## config.mk

```make
export PLATFORM = sky130hd
export DESIGN_NAME = clk_gate_ctrl
export DESIGN_NICKNAME = d
export VERILOG_FILES = /design/src/rtl/crg_pkg.sv /design/src/rtl/clk_idle_cnt.sv /design/src/rtl/clk_gate_ctrl.sv
export SDC_FILE = /design/constraint.sdc
export NUM_CORES = 1
export LEC_CHECK = 0
export CAP_MARGIN = 15
export CORE_ASPECT_RATIO = 1.25
export CORE_MARGIN = 2
export CORE_UTILIZATION = 40
export DETAILED_ROUTE_END_ITERATION = 10
export GPL_TIMING_DRIVEN = 1
export PLACE_DENSITY = 0.65
export SLEW_MARGIN = 30
export SYNTH_ARGS = -nofsm -noshare
export SYNTH_HDL_FRONTEND = slang
export SYNTH_HIERARCHICAL = 1
export SYNTH_SLANG_ARGS = --single-unit
```

## constraint.sdc

```tcl
create_clock -name clk_inv_net -period 4.9 [get_ports clk_inv_net]
set_clock_uncertainty 0.05 [all_clocks]
set_input_delay 0.735 -clock clk_inv_net [delete_from_list [all_inputs] [get_ports clk_inv_net]]
set_output_delay 0.735 -clock clk_inv_net [all_outputs]
set_load 0.1 [all_outputs]
```

## src/rtl/crg_pkg.sv

```systemverilog
// crg_pkg: shared clock-gate state encoding and parameter defaults
package crg_pkg;
  typedef enum logic [1:0] {GS_OFF = 2'd0, GS_WAKE = 2'd1, GS_ON = 2'd2, GS_DRAIN = 2'd3} gate_state_e;
  localparam int WAKE_CYC_DEF = 4;
  localparam int IDLE_W_DEF = 8;
endpackage

```

## src/rtl/clk_idle_cnt.sv

```systemverilog
// clk_idle_cnt: saturating idle counter with compare-to-limit for auto-gating
module clk_idle_cnt import crg_pkg::*; #(
  parameter int W = IDLE_W_DEF
) (
  input  logic         clk_inv_net,
  input  logic         arstn_i,
  input  logic         run,
  input  logic         busy,
  input  logic         force_on,
  input  logic [W-1:0] limit,
  output logic         hit
);
  logic [W-1:0] cnt, inc;
  // hit looks at the value this edge would load, so limit N gates on the Nth idle edge
  always_comb begin
    inc = &cnt ? cnt : cnt + 1'b1;
    hit = run && |limit && !busy && !force_on && inc >= limit;
  end
  always_ff @(posedge clk_inv_net or negedge arstn_i)
    if (!arstn_i) cnt <= '0;
    else cnt <= (!run || busy || force_on) ? '0 : inc;
endmodule

```

## src/rtl/clk_gate_ctrl.sv

```systemverilog
// clk_gate_ctrl: Moore FSM sequencing a downstream clock gate with wake settle and idle auto-gating
module clk_gate_ctrl import crg_pkg::*; #(
  parameter int WAKE_CYC = WAKE_CYC_DEF,
  parameter int IDLE_W   = IDLE_W_DEF
) (
  input  logic              clk_inv_net,
  input  logic              arstn_i,
  input  logic              req_i,
  input  logic              force_on_i,
  input  logic              busy_i,
  input  logic [IDLE_W-1:0] idle_limit_i,
  output logic              en_o,
  output logic              ack_o,
  output logic [1:0]        state_o
);
  gate_state_e state, state_nx;
  logic [7:0] wake_cnt, wake_cnt_nx;
  logic asleep, asleep_nx, wake_go, man_exit, auto_exit, hit;
  clk_idle_cnt #(.W(IDLE_W)) u_idle (
    .clk_inv_net(clk_inv_net),
    .arstn_i    (arstn_i),
    .run        (state == GS_ON),
    .busy       (busy_i),
    .force_on   (force_on_i),
    .limit      (idle_limit_i),
    .hit        (hit)
  );
  // manual exit wins over auto so a dropped request never leaves asleep set
  always_comb begin
    wake_go = force_on_i || (req_i && (!asleep || busy_i));
    man_exit = state == GS_ON && !force_on_i && !req_i;
    auto_exit = state == GS_ON && !man_exit && hit;
    state_nx = state;
    wake_cnt_nx = wake_cnt;
    case (state)
      GS_OFF: if (wake_go) begin
        state_nx = GS_WAKE;
        wake_cnt_nx = 8'(WAKE_CYC - 1);
      end
      GS_WAKE: if (wake_cnt == 8'd0) state_nx = GS_ON;
               else wake_cnt_nx = wake_cnt - 1'b1;
      GS_ON: if (man_exit || auto_exit) state_nx = GS_DRAIN;
      GS_DRAIN: state_nx = force_on_i ? GS_ON : busy_i ? GS_DRAIN : GS_OFF;
      default: state_nx = GS_OFF;
    endcase
    asleep_nx = (!req_i || (state == GS_OFF && wake_go)) ? 1'b0 : auto_exit ? 1'b1 : asleep;
    en_o = state != GS_OFF;
    ack_o = state == GS_ON;
    state_o = state;
  end
  always_ff @(posedge clk_inv_net or negedge arstn_i)
    if (!arstn_i) begin
      state <= GS_OFF;
      wake_cnt <= '0;
      asleep <= 1'b0;
    end else begin
      state <= state_nx;
      wake_cnt <= wake_cnt_nx;
      asleep <= asleep_nx;
    end
endmodule

```

==> impl_metrics.tcl <==
set metrics [dict create \
    grt_overflow 0 \
    min_path_type "in -> async" \
    fillers 307 \
    start_util_pct 41.20 \
    ys_seq_area_share_pct 36.79 \
    drive_gt1_share_pct 8.750 \
    final_cell_mix "19 x dfrtp_1, 17 x nor2_1, 15 x clkdlybuf4s50_1" \
    netlist_area_sq_mm 0.001292 \
    fmax_mhz 329.1 \
    status "completed" \
    crit_fanout 8 \
    dpl.hpwl_mm 2.256 \
    reg2reg_to "state_o[0]" \
    insertion_delay_ps 250 \
    core_sq_mm 0.003137 \
    cts_htree_levels 1 \
    rsz0062_at_grt "no" \
    dp_slack_ps 1995 \
    tightest_slew_ps 966.7 \
    power.leakage_uw 0.0006992 \
    critPathLaunchType "flip-flop" \
    setup.worst_path.start "state_o[1]" \
    post_cts_buffers 0 \
    critical_path_arrival_ps 2250 \
    die-area_sq_mm 0.003705 \
    nets 185 \
    dpl.cell_count 193 \
    vias_per_cell 5.553 \
    drc 0 \
    syn_area_per_cell_sq_um 9.232 \
    ant_nets 0 \
    rr_worst_depth 12 \
    antenna_found_initial 0 \
    yosys_warnings 6 \
    die_w_microns 54.84 \
    io_pins 17 \
    firstDrtPassIters 4 \
    place_congestion 0.7832 \
    end_kind "primary output" \
    path_class "reg -> out" \
    cts_tree "done" \
    cts_buffers 3 \
    grt_max_degree 20 \
    fin_crit_ps 3039 \
    synth_area_leaders "dfrtp_1 37%, ha_1 11%, nor2_1 4.9%, a21oi_1 4.3%, mux2i_1 3.1%" \
    clockBufferDepth 2 \
    cts_resized 0 \
    yosys_register_bits 19 \
    syn_nets 164 \
    ir_drop_mv 0.5009 \
    drv_cap 0 \
    netlist-cell-type-count 39 \
    clock-root-buffer "clkbuf_8" \
    r2r_start "u_idle/cnt[0]" \
    setup_violations 0 \
    wire_per_inst_microns 15.06 \
    mostFrequentLayoutCell "dfrtp_1" \
    worst_slew_margin_rel_pct 35.35 \
    min_period_over_period_pct 62.01 \
    p_per_area_mw_per_mm2 451.7 \
    clock_sinks 19 \
    finalWirelength_mm 2.967 \
    syn_inst 140 \
    finalMaxSlewViolations 0 \
    io_buffers 16 \
    required_ps 4120 \
    grt_pass1_vias 1070 \
    rows 23 \
    first_iter_violations 30 \
    clk_pin_slew_worst_paths_ps 70 \
    hold_buffers 0 \
    grt_usage_pct 17.76 \
    fin_ws_ps 1861 \
    grt_pass1_wl_mm 4.802 \
    r2r_slack_ps 2020 \
    synthToLayoutAreaGrowth_pct 19.07 \
    n_antenna_cell 0 \
    fin_cells 197 \
    finalHoldViolCount 0 \
    yosysTopAreaCell "dfrtp_1" \
    die_y_microns 67.56 \
    vias 1094 \
    synth_top_area_share_pct 36.79 \
    final.setup.tns_ps 0 \
    holdWs_ps 365.6 \
]
## layout make-up
| cell class | instances | area (sq um) | share of cell area (%) |
|---|---|---|---|
| clock buffers | 4 | 45.04 | 2.927 |
| inverters | 10 | 37.54 | 2.439 |
| multi-input cells | 111 | 779.5 | 50.65 |
| flip-flops and latches | 19 | 475.5 | 30.89 |
| well taps | 37 | 46.29 | 3.008 |
| repair buffers | 16 | 155.1 | 10.08 |
## flip-flops by register name, indices dropped and copies added (netlist names)
signal and count:
wake_cnt 8, u_idle/cnt 8, asleep 1, state_o 2
## synthesized netlist by cell type
cell type and number:
nand3b_1 1, a211oi_1 3, inv_1 10, nor2b_1 5
o31ai_1 1, nor3_1 7, or4b_4 1, a21oi_1 11
a211o_1 1, a2111oi_0 1, or2_2 1, and2_1 1
dfrtp_1 19, a22o_1 1, or2b_1 1, a211oi_4 1
and3_1 2, o21bai_1 1, a21oi_2 1, mux2_2 2
xor2_1 1, a211oi_2 1, mux2i_1 4, nor2_1 17
nor3b_1 1, or3_1 1, nor4_2 1, nand2_1 8
o22a_1 1, o21ai_0 1, and3b_2 1, nor4_1 2
nand3_1 5, nor4b_2 1, nand2b_1 6, a41oi_1 1
ha_1 11, nand4_1 2, xnor2_1 4
## how the worst max path moves through the flow
stage,endpoint,slack (ps),cells past startpoint
floorplan,state_o[0],1030,8
detailed placement,state_o[0],2000,9
finish,ack_o,1860,3
global placement,state_o[0],2120,9
CTS,ack_o,1850,3
global route,state_o[0],1690,12
## kinds of logic after synthesis
kind of cell / count (synthesis) / share of synthesized area [%]
AO/OA/AOI/OAI: 25 / 14.13
XOR/XNOR: 5 / 3.388
adder cells (fa/ha/maj): 11 / 10.65
buffers and inverters: 10 / 2.904
flip-flops: 19 / 36.79
multiplexers: 6 / 4.840
AND/OR/NAND/NOR: 64 / 27.30
## metrics by stage
| step | utilization (%) | power [uW] | area (sq um) |
|---|---|---|---|
| 2_1_floorplan | - | 495.6 | 1292 |
| 3_3_place_gp | 47.79 | 575.8 | 1499 |
| 6_report | 49.06 | 695.2 | 1539 |
| 4_1_cts | 49.22 | 699.0 | 1544 |
| 5_1_grt | 49.06 | 735.7 | 1539 |
| 3_5_place_dp | 47.79 | 588.7 | 1499 |
## where the power goes
group	switching (uW)	total (uW)	internal, uW
clock	51.8	110	57.8
combinational	238	346	107
sequential	49.3	240	191
total	340	695	356
## critical path, cell delays in order, from the launching register on
cell and delay [ps]:
dfrtp_1 480, inv_1 120, nor2_1 210, clkdlybuf4s50_1 1180
## layer usage
layer	vias to the layer above	track usage [%]	part of all wire (%)
li1	541	-	-
met1	532	23.11	44
met2	19	30.06	53
met3	2	1.991	2.5
met4	0	5.625	0.84
met5	-	0	0
Note: power is estimated with default switching activity, not from simulation.
